**config.mk**
```make
export PLATFORM = sky130hd
export DESIGN_NAME = avg_sample_sequencer
export DESIGN_NICKNAME = d
export VERILOG_FILES = /design/src/rtl/avg_sample_sequencer.sv
export SDC_FILE = /design/constraint.sdc
export NUM_CORES = 1
export LEC_CHECK = 0
export CAP_MARGIN = 10
export CORE_MARGIN = 3
export CORE_UTILIZATION = 33
export DETAILED_ROUTE_END_ITERATION = 8
export GPL_ROUTABILITY_DRIVEN = 0
export SLEW_MARGIN = 5
export SYNTH_ARGS = -nofsm -noshare
export SYNTH_HDL_FRONTEND = slang
export SYNTH_SLANG_ARGS = --single-unit
```
**constraint.sdc**
```tcl
create_clock -name clk_i -period 1.91 [get_ports clk_i]
set_input_delay 0.382 -clock clk_i [delete_from_list [all_inputs] [get_ports clk_i]]
set_output_delay 0.382 -clock clk_i [all_outputs]
set_load 0.01 [all_outputs]
```
**src/rtl/avg_sample_sequencer.sv**
```systemverilog
// Sequencer for the lock-in moving-average filter: decimated sample strobe,
// averager clear, settling tracking and glitch-free sample-rate reconfiguration.
module avg_sample_sequencer #(
  parameter int unsigned DIV_BITS       = 16,
  parameter int unsigned DEFAULT_DIV    = 99,
  parameter int unsigned LOG2_SAMPLES   = 8,
  parameter int unsigned SETTLE_TC_LOG2 = 2,
  parameter int unsigned CLEAR_CYCLES   = 2
) (
  input  logic                                     clk_i,
  input  logic                                     rst_ni,
  input  logic                                     enable_i,
  input  logic                                     hold_i,
  input  logic [DIV_BITS-1:0]                      cfg_div_i,
  input  logic                                     cfg_load_i,
  output logic                                     cfg_ack_o,
  output logic                                     cnt_clk_o,
  output logic                                     avg_rst_o,
  output logic                                     out_valid_o,
  output logic [LOG2_SAMPLES+SETTLE_TC_LOG2:0]     settle_cnt_o,
  output logic [1:0]                               state_o
);

  localparam int unsigned SC_W  = LOG2_SAMPLES + SETTLE_TC_LOG2 + 1;
  localparam int unsigned CLR_W = (CLEAR_CYCLES > 1) ? $clog2(CLEAR_CYCLES) : 1;
  localparam logic [SC_W-1:0]  SETTLE_TERM = {1'b1, {(SC_W-1){1'b0}}};
  localparam logic [CLR_W-1:0] CLR_LAST    = CLR_W'(CLEAR_CYCLES - 1);

  typedef enum logic [1:0] {
    ST_IDLE   = 2'd0,
    ST_CLEAR  = 2'd1,
    ST_SETTLE = 2'd2,
    ST_VALID  = 2'd3
  } state_e;

  // A divider of 0 would keep the strobe permanently high; the averager needs an edge.
  function automatic logic [DIV_BITS-1:0] clamp_div(input logic [DIV_BITS-1:0] v);
    return (v == '0) ? DIV_BITS'(1) : v;
  endfunction

  state_e              state_q, state_d;
  logic [DIV_BITS-1:0] div_cnt_q, div_cnt_d;
  logic [DIV_BITS-1:0] div_reg_q, div_reg_d;
  logic [DIV_BITS-1:0] pend_val_q, pend_val_d;
  logic                pend_q, pend_d;
  logic [CLR_W-1:0]    clr_cnt_q, clr_cnt_d;
  logic [SC_W-1:0]     settle_cnt_q, settle_cnt_d;
  logic                cnt_clk_q, avg_rst_q, out_valid_q, cfg_ack_q;
  logic                apply_s, strobe_s, tc_s;

  assign tc_s = (div_cnt_q == div_reg_q);

  // Next-state, divider, settling counter and pending-config logic.
  always_comb begin
    state_d      = state_q;
    div_cnt_d    = '0;
    settle_cnt_d = settle_cnt_q;
    clr_cnt_d    = clr_cnt_q;
    div_reg_d    = div_reg_q;
    pend_d       = pend_q;
    pend_val_d   = pend_val_q;
    apply_s      = 1'b0;
    strobe_s     = 1'b0;

    case (state_q)
      ST_IDLE: begin
        clr_cnt_d    = '0;
        settle_cnt_d = '0;
        apply_s      = pend_q;
        if (enable_i) begin
          state_d = ST_CLEAR;
        end else begin
          state_d = ST_IDLE;
        end
      end
      ST_CLEAR: begin
        settle_cnt_d = '0;
        if (!enable_i) begin
          state_d   = ST_IDLE;
          clr_cnt_d = '0;
        end else if (pend_q) begin
          apply_s   = 1'b1;
          clr_cnt_d = '0;
        end else if (clr_cnt_q == CLR_LAST) begin
          state_d   = ST_SETTLE;
          clr_cnt_d = '0;
        end else begin
          clr_cnt_d = clr_cnt_q + CLR_W'(1);
        end
      end
      ST_SETTLE, ST_VALID: begin
        if (!enable_i) begin
          state_d      = ST_IDLE;
          settle_cnt_d = '0;
        end else begin
          div_cnt_d = tc_s ? '0 : div_cnt_q + DIV_BITS'(1);
          if (tc_s && !hold_i) begin
            strobe_s = 1'b1;
            if (settle_cnt_q != SETTLE_TERM) begin
              settle_cnt_d = settle_cnt_q + SC_W'(1);
            end else begin
              settle_cnt_d = settle_cnt_q;
            end
          end else begin
            settle_cnt_d = settle_cnt_q;
          end
          // The period's strobe still goes out, then the rate change re-clears.
          if (tc_s && pend_q) begin
            apply_s      = 1'b1;
            state_d      = ST_CLEAR;
            div_cnt_d    = '0;
            settle_cnt_d = '0;
          end else if ((state_q == ST_SETTLE) && (settle_cnt_q == SETTLE_TERM)) begin
            state_d = ST_VALID;
          end else begin
            state_d = state_q;
          end
        end
      end
      default: begin
        state_d = ST_IDLE;
      end
    endcase

    if (apply_s) begin
      div_reg_d = clamp_div(pend_val_q);
      pend_d    = 1'b0;
    end else begin
      div_reg_d = div_reg_q;
    end

    // A write coincident with an apply is kept for the following apply point.
    if (cfg_load_i) begin
      pend_d     = 1'b1;
      pend_val_d = cfg_div_i;
    end else begin
      pend_val_d = pend_val_q;
    end
  end

  // State, counters and configuration registers.
  always_ff @(posedge clk_i or negedge rst_ni) begin
    if (!rst_ni) begin
      state_q      <= ST_IDLE;
      div_cnt_q    <= '0;
      div_reg_q    <= clamp_div(DIV_BITS'(DEFAULT_DIV));
      pend_val_q   <= '0;
      pend_q       <= 1'b0;
      clr_cnt_q    <= '0;
      settle_cnt_q <= '0;
    end else begin
      state_q      <= state_d;
      div_cnt_q    <= div_cnt_d;
      div_reg_q    <= div_reg_d;
      pend_val_q   <= pend_val_d;
      pend_q       <= pend_d;
      clr_cnt_q    <= clr_cnt_d;
      settle_cnt_q <= settle_cnt_d;
    end
  end

  // Registered strobe, clear, valid and acknowledge outputs.
  always_ff @(posedge clk_i or negedge rst_ni) begin
    if (!rst_ni) begin
      cnt_clk_q   <= 1'b0;
      avg_rst_q   <= 1'b0;
      out_valid_q <= 1'b0;
      cfg_ack_q   <= 1'b0;
    end else begin
      cnt_clk_q   <= strobe_s;
      avg_rst_q   <= (state_d == ST_SETTLE) || (state_d == ST_VALID);
      out_valid_q <= (state_d == ST_VALID);
      cfg_ack_q   <= apply_s;
    end
  end

  assign cnt_clk_o    = cnt_clk_q;
  assign avg_rst_o    = avg_rst_q;
  assign out_valid_o  = out_valid_q;
  assign cfg_ack_o    = cfg_ack_q;
  assign settle_cnt_o = settle_cnt_q;
  assign state_o      = state_q;

endmodule
```
==> qor.yml, run 1 <==
outcome: "finished, violations left"
worst_slew_pin_slew_ns: 0.499
regArea_um2: 1660
track_usage: 0.130
cts_num_sinks: 66
yosys.area_share.adder: 0.0121
fin_ws_ns: -0.0814
multi_input_area_um2: 1420
grt-ovfl-total: 0
relSlewSlack: 0.667
busiest_layer: "met2"
fillers: 824
drt_pre_antenna_iters: 4
synth_area_leader_cell: "dfrtp_1"
grtUsageMet2: 0.209
synth_cell_types: 40
async_flop_share: 1.00
clk_pin_slew_ns: 0.07
cap_violations: 0
slowest_stage: "dfstp_2"
synth_top_area_frac: 0.501
synth_ff_type: "dfrtp_1"
final_nets: 375
die_w_um: 103
io_buffers: 37
start_util: 0.347
synth-simple-area-share: 0.160
cts-root-buf: "clkbuf_8"
clockBufferDepth: 2
dpl.hpwl_um: 4700
setup-tns-final_ns: -1.00
crit_required_ns: 2.14
grt_pass1_wl_um: 10500
cp.buffers_inverters: 1
use_met1: 0.166
met3_usage: 0.0453
yosysWarningCount: 0
ctsHoldBuffers: 0
drc: 0
syn_avg_cell_area_um2: 11.8
finalMaxSlewViolations: 0
synth-edff-count: 0
vias: 2212
die_h_um: 103
ir_drop_mv: 0.502
post_drt_via_cell_ratio: 4.77
coreArea_um2: 8930
wire_per_inst_um: 13.7
antenna_cells: 0
htree_num_levels: 3
fin_skew_ns: 0.00882
slowest_delay_ns: 0.54
yosysSeqAreaShare: 0.535
fmax_mhz: 502
routed_wirelength_um: 6340
min_path_type: "in2async"
grt_pass1_vias: 2189
power.density_nw_per_um2: 835
critPathArrivalTime_ns: 2.22
synth_cells: 262
grt_start_max_net_pins: 28
drtAntennaViolNets: 0
num_rows: 34
syn_to_final_growth_pct: 37.3
hold_violations: 0
drive_above_1_share: 0.326
utilization: 0.476
antenna_found_initial: 0
cts_buffers: 9
synth_top_family_by_area: "simple AND/OR/NAND/NOR gates"
worst_setup_path_start_kind: "register"
hold-worst-slack_ns: 0.00590
syn-num-nets: 286
fin_crit_ns: 1.99
synth_xor_area_frac: 0.110
drt_iter0_drc: 52
cpLargestDelayFamily: "simple AND/OR/NAND/NOR gates"
clkLatencyLatePin_ns: 0.34
period_share: 1.04
ys_top_cells_by_area: "dfrtp_1, mux2_2, xnor2_1"
ys_ff_latch: 66
crit_type: "reg2reg"
post-place-ws_ns: -0.102
end_kind: "register"
worst-path-max-fanout: 17
dieArea_um2: 10600
boundaryPins: 38
failed_checks: "setup timing"
cp_cell_sequence: "xnor2_1 > nand4_1 > nor4_4 > and2_4 > o21ai_4 > buf_12 > mux2_4"
cts_tree: "yes"
setup_viol: 24
p_leak_nw: 1.81
rsz0062_at_grt: "true"
synth-compound-area-share: 0.0299
muxShareOfSynthArea: 0.127
netlist_area_um2: 3100
per-layer routing:
metal,vias to the layer above,share of wire
li1,1088,-
met3,9,0.050
met2,47,0.48
met4,0,0.016
met5,-,0
met1,1068,0.46
cell type report:
type	count	share of cell area
Clock inverter	4	0.0121
Clock buffer	12	0.0341
Inverter	8	0.00707
Timing Repair Buffer	87	0.191
Tap cell	108	0.0318
Multi-Input combinational cell	179	0.334
Sequential cell	66	0.390
registers in the layout, indices dropped and copies added, names as in the netlist:
| signal | flops |
|---|---|
| div_cnt_q | 16 |
| div_reg_q | 16 |
| pend_val_q | 16 |
| settle_cnt_o | 11 |
| avg_rst_o | 1 |
| cfg_ack_o | 1 |
| clr_cnt_q | 1 |
| cnt_clk_o | 1 |
| out_valid_o | 1 |
| pend_q | 1 |
| state_o | 1 |
synth_stat cells (3+ instances only):
library cell / count
xor2_1: 12
dfstp_2: 4
nand4_1: 10
xnor2_1: 27
ha_1: 3
a21oi_1: 4
nand3_1: 11
nor3b_1: 3
nor2_1: 33
nor4_1: 4
nand2_1: 10
mux2_4: 9
mux2_2: 23
nor3_1: 4
dfrtp_1: 62
and3_1: 6
clkbuf_1: 4
inv_1: 8
power breakdown:
group	total (mW)	internal (mW)	switching, mW
Clock	1.17	0.640	0.527
Sequential	1.72	1.58	0.133
Combinational	0.666	0.432	0.234
Total	3.55	2.66	0.895
kinds of logic (layout without fill, tap and decap cells):
logic type      Yosys count  in the layout
compound gates           12             12
xor+xnor                 39             39
fa+ha+maj                 3              3
buf+inv                  17            111
flops                    66             66
mux                      32             32
simple gates             93             93
timing repair:
action / CTS / global route
gates cloned: 0 / 2
gates resized for setup: 2 / 13
endpoints found under the setup margin: 29 / 46
setup buffers: 0 / 4
pin swaps: 1 / 5
metrics by stage:
step	instance area [um^2]	power (mW)	std cells
6_report	4250	3.55	464
5_1_grt	4250	3.74	464
4_1_cts	4140	3.59	458
3_5_place_dp	3930	2.41	442
3_3_place_gp	3930	2.39	442
2_1_floorplan	3100	2.11	262
cell usage in the layout (no fill, tap or decap), types with 9 or more instances in the layout:
| cell | netlist | final |
|---|---|---|
| nor2_1 | 33 | 32 |
| dfrtp_1 | 62 | 62 |
| mux2_2 | 23 | 23 |
| xor2_1 | 12 | 12 |
| xnor2_1 | 27 | 27 |
| nand3_1 | 11 | 10 |
| mux2_4 | 9 | 9 |
| clkbuf_8 | 0 | 10 |
| clkdlybuf4s50_1 | 0 | 36 |
| nand4_1 | 10 | 10 |
| buf_4 | 1 | 42 |
path summary, 6_finish.rpt:
check	slack (ns)	end	start	cells after the start
max in group asynchronous	1.38	settle_cnt_o[10]	rst_ni	2
min	0.006	div_cnt_q[4]	rst_ni	1
max reg2reg	-0.08	div_reg_q[3]	div_reg_q[5]	7
min reg2reg	0.53	clr_cnt_q	clr_cnt_q	1
max	-0.08	div_reg_q[3]	div_reg_q[5]	7
min in group clk_i	0.53	clr_cnt_q	clr_cnt_q	1
No activity file was read; power rests on OpenSTA's default activity.
==> run 2, diff against run 1 <==
GPL_ROUTABILITY_DRIVEN = not set   (was 0)
==> results of run 2 <==
Same layout as run 1: the final DEF is identical, and so are final timing and power.
==> run 3, diff against run 2 <==
ABC_AREA = 1   (was not set)
clock period = 1.67 ns   (was 1.91 ns; I/O delays follow)
==> run 3 against run 2 <==
  * The flow still finishes with violations (setup timing)
  * Routed wire length up 34%
  * Register-to-register slack gained 0.04 ns
  * Area after synthesis rose by 16%
  * Sequential power increased by 19%
  * Sequential share of layout area is 4.8 points lower
  * Via count increased by 45%
  * Cell count rose by 54%
==> qor.yml, run 3 <==
top_layer: "met4"
clkLatencyLatePin_ns: 0.35  # about the same
io_buffers: 37  # unchanged
yosysWarningCount: 0  # unchanged
drc: 0  # unchanged
wl_met2_um: 4060  # +34%
synth_area_leader_cell: "dfrtp_1"
timing.rr.start: "div_reg_q[6]"
p_leak_nw: 2.31  # +28%
grt_pass1_vias: 3002  # +37%
setup_viol: 16  # -33%
cts_buffers: 9  # unchanged
final_cell_mix: "nand2_1, inv_1, dfrtp_1, nor2_1, buf_4"
synth_ff_type: "dfrtp_1"
async_flop_share: 1.00  # unchanged
setup-tns-final_ns: -0.421  # +0.580 ns
routed_wirelength_um: 8510  # +34%
wl_met1_um: 4080  # +41%
critPathArrivalTime_ns: 1.96  # -0.26 ns
fin_ws_ns: -0.0407  # +0.0407 ns
synth_cells: 480  # +83%
synth_cell_types: 32  # -20%
wire_per_inst_um: 11.9  # -13%
period_share: 1.02  # -0.0183
netlist_top_cells_count: "nand2_1, inv_1, dfrtp_1"
failed_checks: "setup timing"
final_area_um2: 4890  # +15%
synth_xor_area_frac: 0.0269  # -0.0834
synth-simple-area-share: 0.321  # +0.160
syn_to_final_growth_pct: 36.6
ir_drop_mv: 0.444  # -12%
rsz0062_at_grt: "true"
min_path_type: "reg2reg"
cap_violations: 0  # unchanged
die_w_um: 110  # +7.1%
drt_pre_antenna_iters: 4  # unchanged
track_usage: 0.148  # +0.0177
final_common_cell: "nand2_1"
end_kind: "register"
crit_start: "div_reg_q[6]"
dieArea_um2: 12100  # +15%
yosys.area_share.adder: 0.0105  # -0.00164
outcome: "finished, violations left"
relSlewSlack: 0.765  # +0.0979
multi_input_area_um2: 1700  # +20%
vias: 3206  # +45%
synth-edff-count: 0  # unchanged
r2r-end: "div_reg_q[10]"
ys_ff_latch: 66  # unchanged
start_util: 0.344  # -0.00285
grt_start_max_net_pins: 67  # +140%
reg2reg_depth: 12  # +5
worst_slew_pin_slew_ns: 0.352  # -0.147 ns
crit_required_ns: 1.92  # -0.22 ns
regArea_um2: 1670  # +0.76%
crit_end: "div_reg_q[10]"
cts_tree: "yes"
placed_cell_area_um2: 4350  # +11%
worst-path-max-fanout: 9  # -8
post_drt_via_cell_ratio: 4.50  # -5.7%
drt_iter0_drc: 127  # +140%
fin_skew_ns: 0.0142  # +0.00543 ns
netlist_area_um2: 3580  # +16%
hold-worst-slack_ns: 0.494  # +0.488 ns
fillers: 1026  # +25%
grt-ovfl-total: 0  # unchanged
synth_top_family_by_area: "simple AND/OR/NAND/NOR gates"
coreArea_um2: 10400  # +17%
drive_above_1_share: 0.267  # -0.0589
antenna_cells: 0  # unchanged
synth-compound-area-share: 0.0748  # +0.0449
cts-root-buf: "clkbuf_8"
cts_num_sinks: 66  # unchanged
grt_pass1_wl_um: 14000  # +33%
yosysSeqAreaShare: 0.463  # -0.0723
dpl.hpwl_um: 5930  # +26%
htree_num_levels: 3  # unchanged
syn_avg_cell_area_um2: 7.46  # -37%
final-instance-count-excl-fill: 713  # +54%
crit_type: "reg2reg"
top_regs: "div_cnt_q: 16 flops, div_reg_q: 16 flops, pend_val_q: 16 flops"
p_total_mw: 4.89  # +38%
muxShareOfSynthArea: 0  # -0.127
syn-num-nets: 504  # +76%
worst_setup_path_start_kind: "register"
rrSetupSlack_ns: -0.04  # +0.04 ns
synth_top_area_frac: 0.433  # -0.0677
clockBufferDepth: 2  # unchanged
ys_top_cells_by_area: "dfrtp_1, nand2_1, inv_1"
power.density_nw_per_um2: 1000  # +20%
place_inst: 679  # +54%
place_congestion: 0.862
final_nets: 596  # +59%
drtAntennaViolNets: 0  # unchanged
synth.most_common_cell: "nand2_1"
boundaryPins: 38  # unchanged
fmax_mhz: 585  # +16%
wl_met3_um: 240  # -25%
clk_pin_slew_ns: 0.09  # +0.02 ns
die_h_um: 110  # +7.1%
antenna_found_initial: 0  # unchanged
hold_violations: 0  # unchanged
fin_crit_ns: 1.71  # -0.281 ns
finalMaxSlewViolations: 0  # unchanged
num_rows: 37  # +8.8%
==> run 3: stage by stage <==
stage	utilization	setup slack (ns)
after floorplan	-	0.120
after global placement	0.418	-0.0346
after detailed placement	0.418	-0.0621
after CTS	0.450	0.00138
after global routing	0.470	-0.163
final	0.470	-0.0407
==> run 3: worst min-delay path by stage <==
stage                                end  cells after the start     startpoint  slack (ns)
final                      pend_val_q[0]                      2  pend_val_q[0]        0.49
after global routing      pend_val_q[10]                      3  cfg_div_i[10]        0.51
after CTS                  pend_val_q[0]                      2  pend_val_q[0]        0.50
after detailed placement  pend_val_q[15]                      2         rst_ni        0.39
after global placement    pend_val_q[14]                      2         rst_ni        0.38
after floorplan                avg_rst_o                      0         rst_ni        0.04
==> run 3: final cells by class <==
cell class                 instances  share of cell area
clock buffer                       9              0.0253
clock inverter                     7              0.0169
inverter                          75              0.0581
multi-input combinational        326               0.347
sequential                        66               0.341
tap                              136              0.0348
timing repair buffer              94               0.177
==> run 3: critical path, cell delays in order, from the launching register on <==
cell and delay [ns]:
dfstp_2 0.54, inv_2 0.04, nand2_2 0.05, nand2_2 0.06, nor2_4 0.11, nand2_2 0.06, nor2_2 0.15, nand2_2 0.08
nand2_2 0.09, nand3_4 0.13, buf_12 0.19, nand2_1 0.06, o21ai_2 0.05
==> run 3: cell families after synthesis <==
| group | Yosys count |
|---|---|
| XOR/XNOR | 11 |
| AND/OR/NAND/NOR | 271 |
| buffers and inverters | 88 |
| adder cells (fa/ha/maj) | 3 |
| AO/OA/AOI/OAI | 41 |
| flip-flops | 66 |
==> run 3: layer usage <==
metal	GRT usage	up-vias
li1	-	1667
met1	0.204	1488
met2	0.229	43
met3	0.0280	8
met4	0.0589	0
met5	0	-
==> run 3: report_power, final <==
part,switching (mW),internal (mW)
clock network,0.714,0.716
logic,0.746,0.678
registers,0.184,1.85
==> run 3: repair_timing <==
item,in CTS,in global routing
cloned,0,1
pin swaps,6,12
endpoints found under the hold margin,21,0
resized for setup,21,49
setup buffers,13,3
hold buffers,1,0
endpoints found under the setup margin,41,47
